File: src/rtl/reg_file_sequencer_if.sv
// Control, load-stream, register-file and dump-stream signals of reg_file_sequencer.
// The slave modport is the sequencer's view; master is the surrounding environment.
interface reg_file_sequencer_if #(
  parameter int DATA_W = 32,
  parameter int ADDR_W = 5
);
  logic              i_start_load;
  logic              i_start_dump;
  logic              i_abort;
  logic              s_valid;
  logic [DATA_W-1:0] s_data;
  logic              s_ready;
  logic [ADDR_W-1:0] rw_reg;
  logic              reg_write;
  logic [DATA_W-1:0] wr_data;
  logic [ADDR_W-1:0] rs1_reg;
  logic [DATA_W-1:0] rs1_read;
  logic              m_valid;
  logic [DATA_W-1:0] m_data;
  logic [ADDR_W-1:0] m_idx;
  logic              m_ready;
  logic              busy;
  logic              done;

  modport slave (
    input  i_start_load, i_start_dump, i_abort, s_valid, s_data, rs1_read, m_ready,
    output s_ready, rw_reg, reg_write, wr_data, rs1_reg, m_valid, m_data, m_idx, busy, done
  );

  modport master (
    output i_start_load, i_start_dump, i_abort, s_valid, s_data, rs1_read, m_ready,
    input  s_ready, rw_reg, reg_write, wr_data, rs1_reg, m_valid, m_data, m_idx, busy, done
  );
endinterface

File: src/rtl/reg_file_sequencer.sv
// Bulk-loads registers 1..31 from a valid/ready stream, or dumps registers 0..31 to one.
// Writes issue one cycle after each load handshake; dump words are held until m_ready (1 word / 2 cycles).
module reg_file_sequencer #(
  parameter int DATA_W = 32,
  parameter int ADDR_W = 5
) (
  input logic                  i_clk,
  input logic                  i_rst,
  reg_file_sequencer_if.slave  bus
);

  typedef enum logic [2:0] {IDLE, LOAD, DUMP_RD, DUMP_WAIT, DONE} state_e;

  localparam logic [ADDR_W-1:0] LAST_IDX = '1;

  state_e            state_q, state_d;
  logic [ADDR_W-1:0] idx_q, idx_d;
  logic              reg_write_q, reg_write_d;
  logic [ADDR_W-1:0] rw_reg_q, rw_reg_d;
  logic [DATA_W-1:0] wr_data_q, wr_data_d;
  logic              m_valid_q, m_valid_d;
  logic [DATA_W-1:0] m_data_q, m_data_d;
  logic [ADDR_W-1:0] m_idx_q, m_idx_d;

  always_ff @(posedge i_clk) begin
    if (i_rst) begin
      state_q     <= IDLE;
      idx_q       <= '0;
      reg_write_q <= 1'b0;
      rw_reg_q    <= '0;
      wr_data_q   <= '0;
      m_valid_q   <= 1'b0;
      m_data_q    <= '0;
      m_idx_q     <= '0;
    end else begin
      state_q     <= state_d;
      idx_q       <= idx_d;
      reg_write_q <= reg_write_d;
      rw_reg_q    <= rw_reg_d;
      wr_data_q   <= wr_data_d;
      m_valid_q   <= m_valid_d;
      m_data_q    <= m_data_d;
      m_idx_q     <= m_idx_d;
    end
  end

  always_comb begin
    state_d     = state_q;
    idx_d       = idx_q;
    reg_write_d = 1'b0;
    rw_reg_d    = rw_reg_q;
    wr_data_d   = wr_data_q;
    m_valid_d   = m_valid_q;
    m_data_d    = m_data_q;
    m_idx_d     = m_idx_q;
    unique case (state_q)
      IDLE: begin
        if (bus.i_start_load) begin
          state_d = LOAD;
          idx_d   = ADDR_W'(1);
        end else if (bus.i_start_dump) begin
          state_d = DUMP_RD;
          idx_d   = '0;
        end
      end
      LOAD: begin
        // A handshake coinciding with abort still commits its write.
        if (bus.s_valid) begin
          reg_write_d = 1'b1;
          rw_reg_d    = idx_q;
          wr_data_d   = bus.s_data;
          if (idx_q == LAST_IDX) state_d = DONE;
          else                   idx_d   = idx_q + ADDR_W'(1);
        end
        if (bus.i_abort) state_d = IDLE;
      end
      DUMP_RD: begin
        if (bus.i_abort) begin
          state_d = IDLE;
        end else begin
          m_valid_d = 1'b1;
          m_data_d  = bus.rs1_read;
          m_idx_d   = idx_q;
          state_d   = DUMP_WAIT;
        end
      end
      DUMP_WAIT: begin
        if (bus.i_abort) begin
          state_d   = IDLE;
          m_valid_d = 1'b0;
        end else if (bus.m_ready) begin
          m_valid_d = 1'b0;
          if (idx_q == LAST_IDX) begin
            state_d = DONE;
          end else begin
            idx_d   = idx_q + ADDR_W'(1);
            state_d = DUMP_RD;
          end
        end
      end
      DONE:    state_d = IDLE;
      default: state_d = IDLE;
    endcase
  end

  always_comb begin
    bus.s_ready = (state_q == LOAD);
    bus.busy    = (state_q != IDLE);
    bus.done    = (state_q == DONE);
    bus.rs1_reg = (state_q == DUMP_RD || state_q == DUMP_WAIT) ? idx_q : '0;
  end

  assign bus.reg_write = reg_write_q;
  assign bus.rw_reg    = rw_reg_q;
  assign bus.wr_data   = wr_data_q;
  assign bus.m_valid   = m_valid_q;
  assign bus.m_data    = m_data_q;
  assign bus.m_idx     = m_idx_q;

endmodule

File: src/flat_wrapper.sv
// flat-port wrapper written by rule: the top's interface ports become plain ports
module reg_file_sequencer_flat 
#(
  parameter int DATA_W = 32,
  parameter int ADDR_W = 5
)
  (i_clk, i_rst, bus_i_start_load, bus_i_start_dump, bus_i_abort, bus_s_valid, bus_s_data, bus_rs1_read, bus_m_ready, bus_s_ready, bus_rw_reg, bus_reg_write, bus_wr_data, bus_rs1_reg, bus_m_valid, bus_m_data, bus_m_idx, bus_busy, bus_done);
  reg_file_sequencer_if #(.DATA_W(DATA_W), .ADDR_W(ADDR_W)) bus_i ();
  input logic i_clk;
  input logic i_rst;
  input wire logic [$bits(bus_i.i_start_load)-1:0] bus_i_start_load;
  input wire logic [$bits(bus_i.i_start_dump)-1:0] bus_i_start_dump;
  input wire logic [$bits(bus_i.i_abort)-1:0] bus_i_abort;
  input wire logic [$bits(bus_i.s_valid)-1:0] bus_s_valid;
  input wire logic [$bits(bus_i.s_data)-1:0] bus_s_data;
  input wire logic [$bits(bus_i.rs1_read)-1:0] bus_rs1_read;
  input wire logic [$bits(bus_i.m_ready)-1:0] bus_m_ready;
  output wire logic [$bits(bus_i.s_ready)-1:0] bus_s_ready;
  output wire logic [$bits(bus_i.rw_reg)-1:0] bus_rw_reg;
  output wire logic [$bits(bus_i.reg_write)-1:0] bus_reg_write;
  output wire logic [$bits(bus_i.wr_data)-1:0] bus_wr_data;
  output wire logic [$bits(bus_i.rs1_reg)-1:0] bus_rs1_reg;
  output wire logic [$bits(bus_i.m_valid)-1:0] bus_m_valid;
  output wire logic [$bits(bus_i.m_data)-1:0] bus_m_data;
  output wire logic [$bits(bus_i.m_idx)-1:0] bus_m_idx;
  output wire logic [$bits(bus_i.busy)-1:0] bus_busy;
  output wire logic [$bits(bus_i.done)-1:0] bus_done;
  assign bus_i.i_start_load = bus_i_start_load;
  assign bus_i.i_start_dump = bus_i_start_dump;
  assign bus_i.i_abort = bus_i_abort;
  assign bus_i.s_valid = bus_s_valid;
  assign bus_i.s_data = bus_s_data;
  assign bus_i.rs1_read = bus_rs1_read;
  assign bus_i.m_ready = bus_m_ready;
  assign bus_s_ready = bus_i.s_ready;
  assign bus_rw_reg = bus_i.rw_reg;
  assign bus_reg_write = bus_i.reg_write;
  assign bus_wr_data = bus_i.wr_data;
  assign bus_rs1_reg = bus_i.rs1_reg;
  assign bus_m_valid = bus_i.m_valid;
  assign bus_m_data = bus_i.m_data;
  assign bus_m_idx = bus_i.m_idx;
  assign bus_busy = bus_i.busy;
  assign bus_done = bus_i.done;
  reg_file_sequencer #(.DATA_W(DATA_W), .ADDR_W(ADDR_W)) u_core (.i_clk(i_clk), .i_rst(i_rst), .bus(bus_i));
endmodule
File: config.mk
export PLATFORM = sky130hd
export DESIGN_NAME = reg_file_sequencer_flat
export DESIGN_NICKNAME = d
export VERILOG_FILES = /design/src/rtl/reg_file_sequencer_if.sv /design/src/rtl/reg_file_sequencer.sv /design/src/flat_wrapper.sv
export SDC_FILE = /design/constraint.sdc
export NUM_CORES = 1
export LEC_CHECK = 0
export BUFFER_PORTS_ARGS = -buffer_cell sky130_fd_sc_hd__buf_4
export CAP_MARGIN = 20
export CORE_MARGIN = 1
export CORE_UTILIZATION = 46
export DETAILED_ROUTE_END_ITERATION = 8
export PLACE_DENSITY = 0.83
export SLEW_MARGIN = 25
export SYNTH_ARGS = -nofsm -noshare
export SYNTH_HDL_FRONTEND = slang
export SYNTH_SLANG_ARGS = --single-unit
export TNS_END_PERCENT = 1
File: constraint.sdc
create_clock -name i_clk -period 2.5 [get_ports i_clk]
set_clock_uncertainty 0.05 [all_clocks]
set_input_delay 0.125 -clock i_clk [delete_from_list [all_inputs] [get_ports i_clk]]
set_output_delay 0.125 -clock i_clk [all_outputs]
set_load 0.005 [all_outputs]
# ---- Word level (Yosys, flattened, before mapping)
# Cells that the tools add are included.
dict set report totals {
  ff_bits 84
  latch_bits 0
  ram_bits 0
  romBits 0
  inputBits 71
  output_inout_bits 84
  wordCells 58
  n_memories 0
}
dict set report op_classes {
  n_addsub 1
  mul 0
  div 0
  order_cmp 0
  eq_ne 13
  n_shift 0
  n_mux 23
  bitwise_logic 2
  n_reduce_logical 11
}
# operator n
set ops {}
lappend ops {{2-to-1 mux 5 bit} 7}
lappend ops {{2-to-1 mux 3 bit} 8}
lappend ops {{one-hot mux 5 bit (3 select lines)} 1}
lappend ops {{one-hot mux 3 bit (4 select lines)} 1}
lappend ops {{inequality test 3 bit (second input constant)} 3}
lappend ops {{inequality test 2 bit (second input constant)} 4}
lappend ops {{equality test 3 x 2 -> 1 bit (second input constant)} 2}
lappend ops {{nonzero test 3 bit} 2}
lappend ops {{adder 5 x 1 -> 5 bit (second input constant)} 1}
lappend ops {{equality test 5 bit (second input constant)} 1}
lappend ops {{AND reduction 5 bit} 1}
lappend ops {{2-to-1 mux 1 bit} 4}
lappend ops {{AND reduction 2 bit} 2}
lappend ops {{AND reduction 4 bit} 1}
lappend ops {{equality test 3 x 1 -> 1 bit (second input constant)} 1}
lappend ops {{equality test 3 bit (second input constant)} 1}
lappend ops {{zero test 3 bit} 1}
lappend ops {{inequality test 3 x 2 -> 1 bit (second input constant)} 1}
lappend ops {{AND reduction 3 bit} 1}
lappend ops {{2-to-1 mux 2 bit} 1}
lappend ops {{NOT 1 bit} 2}
lappend ops {{one-hot mux 1 bit (2 select lines)} 1}
lappend ops {{nonzero test 2 bit} 1}
lappend ops {{OR reduction 2 bit} 1}
lappend ops {{logical OR 1 bit} 1}

# ---- Logic depth before layout (Yosys ltp)
dict set report depth {
  word_depth 5
  ltp_mapped 7
  ltp_nobuf 7
}

# ---- Worst setup path after synthesis
# Ideal clock, no wire load.
dict set report synth_timing {
  kind {register to register}
  from {reg u_core.idx_q[0]}
  to {reg u_core.idx_q[0]}
  setup_time_ns 0.132
  arrival_time_ns 1.581
  t_required_ns 2.318
  slack_ns 0.737
  stages_incl_launch_ff 8
  n_path_buf 0
  period_less_slack_ns 1.763
  path_cell_list {dfxtp_1 -> ha_1 -> and3_1 -> ha_1 -> nand2b_1 -> o21a_1 -> o31ai_1 -> a21oi_1}
}
dict set report synth_via {
  elab_chain_cells 5
  elab_cells_between_ends 7
  cone_classes {add/sub (1); eq/ne (1); mux (5)}
}
# element line_no
set synth_lines {}
lappend synth_lines {{start, declared} reg_file_sequencer.sv:17} ;# logic [ADDR_W-1:0] idx_q, idx_d;
lappend synth_lines {{start signal, assigned} reg_file_sequencer.sv:37} ;# idx_q <= idx_d;
lappend synth_lines {{adder 5 x 1 -> 5 bit / equality test 5 bit (equally long branches)} --}
lappend synth_lines {{2-to-1 mux 5 bit (*)} {reg_file_sequencer.sv:72, reg_file_sequencer.sv:93}}
lappend synth_lines {{2-to-1 mux 5 bit} reg_file_sequencer.sv:91} ;# end else if (bus.m_ready) begin
lappend synth_lines {{2-to-1 mux 5 bit} reg_file_sequencer.sv:88} ;# if (bus.i_abort) begin
lappend synth_lines {{one-hot mux 5 bit (3 select lines) (*)} reg_file_sequencer.sv:56} ;# unique case (state_q)
# Every way passes the cells marked *; elsewhere a longest branch is shown, timed or not. The select of a mux whose other input is x is not followed.
# A chain may end at the register's enable or synchronous reset.

# ---- Final worst setup path
dict set report layout_timing {
  from {reg u_core.idx_q[0]}
  to {reg u_core.idx_q[2]}
}
# The elaborated chain is that of the path after synthesis.

==> impl_metrics.yaml <==
detailed_routing:
  drt-vias-per-instance: 5.23
  via_count: 3755
  wirelength_mm: 12.0
  ant_nets: 0
  drc: 0
  drt_pre_antenna_iters: 6
  avgRoutedWirePerCell_um: 16.7
  drtIter0Drc: 226
logic_synthesis:
  synth-xor-area-share_pct: 0
  synth-compound-area-share_pct: 17.3
  seq_area_frac_synth_pct: 50.0
  synth.mux.area_fraction_pct: 0.297
  synth_top_family_by_area: "simple AND/OR/NAND/NOR gates"
  synth_fa_ha_area_share_pct: 0.743
  yosys.area_share.simple_pct: 25.1
  syn_nets: 484
  ys.warnings.count: 0
  yosys.cell_types.count: 39
  avgSynthCellArea_sq_um: 8.19
  synth_edf_count: 0
  netlist_area_sq_um: 3370
  ys_ff_latch: 84
  async_reset_ff_share_pct: 0
  netlist_instances: 411
  synthFlopType: "dfxtp_1"
setup_path:
  critical-path-top-delay-family: "compound AO/OA/AOI/OAI gates"
  crit_top_cell: "ha_1"
  rrSetupSlack_ns: 0.47
  critPathKind: "reg2reg"
  path_cells: "ha_1 > and3_1 > ha_1 > nand2b_1 > o21a_1 > o31ai_1 > a21oi_1"
  r2r_cells: 7
  crit_buf_inv: 0
  slowest_stage: "dfxtp_1"
  worst-endpoint-arrival_ns: 2.18
  max_stage_delay_ns: 0.38
  endpoint_kind: "flop"
  cp.required_ns: 2.65
  r2r-start: "u_core.idx_q[0]$_SDFFE_PP0P_"
  start_kind: "flop"
  cp.depth: 7
  reg2reg_to: "u_core.idx_q[2]$_SDFFE_PP0P_"
  worst-path-max-fanout: 7
sta:
  period_minus_slack_ns: 2.03
  slew_viol_final: 0
  slew_headroom_pct: 61.2
  max_freq_mhz: 492
  worst_hold_slack_ns: 0.0888
  setup_tns_ns: 0
  setup_viol: 0
  hold_violations: 0
  worst_pin_slew_ns: 0.582
  setup_ws_ns: 0.469
  rsz0062_at_grt: "false"
  fin_crit_sh_pct: 81.2
place:
  place_ws_ns: 0.527
  place_congestion: 0.902
  numPortBuffers: 154
  dp.cells: 638
  place_area_sq_um: 4480
  dp_hpwl_mm: 6.15
cts:
  htreeDepth: 3
  cts_sinks: 84
  clk_pin_slew_worst_paths_ns: 0.08
  worstSkewPairLatency_ns: 0.34
  cts_made_buffers: 9
  post-cts-setup-buffers: 0
  tritoncts: "done"
  cts.path.max_buffers: 2
  clockRootBuffer: "clkbuf_8"
floorplanning:
  fp-row-count: 30
  initial_utilization_pct: 48.5
  die_x_um: 87.5
  core_sq_um: 6940
  fp.dieH_um: 87.5
  boundaryPins: 155
  die_area_sq_um: 7660
global_route:
  grtUsageMet3_pct: 7.82
  use_met1_pct: 30.3
  gr-total-overflow: 0
  use_met2_pct: 54.3
  grt_pass1_vias: 3729
  busiest_layer: "met2"
  grt_max_degree: 52
  antenna_found_initial: 0
  gr-usage-all-layers_pct: 30.4
  grt_pass1_wl_mm: 17.7
hold_path:
  min_path_type: "in2reg"
  min_from: "bus_m_ready"
  hold_depth: 4
  hold_path_end: "u_core.state_q[0]$_SDFFE_PP0P_"
finish:
  area_growth_pct: 58.6
  nets: 690
  fillers: 424
  final_cells: 718
  antenna_cells: 0
  stdcell_area_sq_um: 5340
  layout-drive-gt1-share_pct: 32.5
pwr:
  cellLeakagePower_nw: 2.24
  peakVddDrop_v: 0.000316
  cellPowerDensity_nw_per_um2: 564
job:
  maxCapViolCount: 0
run_status:
  status: "finished clean"
==> cell families (layout without fill, tap and decap cells) <==
kind of cell / Yosys count / count (layout)
buffers and inverters: 32 / 243
AO/OA/AOI/OAI: 100 / 100
AND/OR/NAND/NOR: 192 / 192
flip-flops: 84 / 84
adder cells (fa/ha/maj): 2 / 2
multiplexers: 1 / 1
==> final cells by class <==
class	count	area (sq um)	area share [%]
Timing Repair Buffer	224	1840	34.5
Sequential cell	84	1680	31.5
Multi-Input combinational cell	295	1460	27.4
Clock buffer	12	165	3.09
Tap cell	96	120	2.25
Clock inverter	4	55.1	1.03
Inverter	3	11.3	0.211
==> routing by layer <==
layer  vias up  wire length [um]  share of wire [%]
li1       1761                 -                  -
met1      1717              4380                 37
met2       206              6130                 51
met3        71               765                6.4
met4         0               707                5.9
met5         -                 0                  0
==> worst max-delay path by stage <==
stage,startpoint,to,slack (ns)
after detailed placement,u_core.idx_q[0]$_SDFFE_PP0P_,u_core.idx_q[2]$_SDFFE_PP0P_,0.53
after global placement,u_core.idx_q[0]$_SDFFE_PP0P_,u_core.idx_q[2]$_SDFFE_PP0P_,0.62
final,u_core.idx_q[0]$_SDFFE_PP0P_,u_core.idx_q[2]$_SDFFE_PP0P_,0.47
after global routing,u_core.idx_q[0]$_SDFFE_PP0P_,u_core.idx_q[3]$_SDFFE_PP0P_,0.35
after CTS,u_core.idx_q[0]$_SDFFE_PP0P_,u_core.idx_q[2]$_SDFFE_PP0P_,0.49
after floorplan,u_core.idx_q[0]$_SDFFE_PP0P_,u_core.idx_q[0]$_SDFFE_PP0P_,0.74
==> cell usage in the layout (no fill, tap or decap), types with 2 or more instances in the layout <==
master and instances:
buf_4 160, nand2_1 142, dfxtp_1 84, a21oi_1 73, dlygate4sd3_1 64, clkbuf_8 12
nand2_2 10, a21oi_2 10, nor2_1 9, and2_1 7, o21ai_0 5, nand3_1 4
or3_1 3, inv_1 3, o31ai_1 3, and3_1 2, nor2b_1 2, nand2b_1 2
nor3b_1 2, nand4_1 2, ha_1 2
==> metrics by stage <==
| stage | util, % | total power [mW] |
|---|---|---|
| floorplan | - | 1.69 |
| global placement | 64.5 | 1.86 |
| detailed placement | 64.5 | 1.87 |
| CTS | 76.9 | 2.98 |
| global route | 76.9 | 3.11 |
| finish | 76.9 | 3.01 |
==> what timing repair did <==
action / CTS / global route
resized for setup: 0 / 0
endpoints found under the hold margin: 64 / 0
hold buffers: 64 / 0
==> Yosys cell counts (all sizes together), types with 2 or more instances <==
master	n	area share, %
o31ai	3	0.67
or3	3	0.56
nand2	152	18
inv	3	0.33
o21ai	6	0.89
nor2b	2	0.37
ha	2	0.74
nor2	9	1.0
clkbuf	10	1.1
a21oi	83	13
and2	7	1.3
buf	19	5.1
and3	2	0.37
nor3b	3	0.82
nand3	4	0.59
dfxtp	84	50
a2111oi	2	0.56
nand4	2	0.37
or2	2	0.37
nand2b	3	0.78
nor3	2	0.63
==> tightest hold or removal path, stage by stage <==
cell,delay (ns)
buf_4,0.09
a21oi_1,0.07
o21ai_0,0.07
a2111oi_1,0.07
==> power breakdown <==
part	switching, mW	leakage (nW)	total, mW	internal, mW
Combinational	0.242	1.45	0.513	0.271
Clock	0.504	0.109	1.05	0.550
Sequential	0.0511	0.680	1.44	1.39
(Power assumes the default switching activity.)
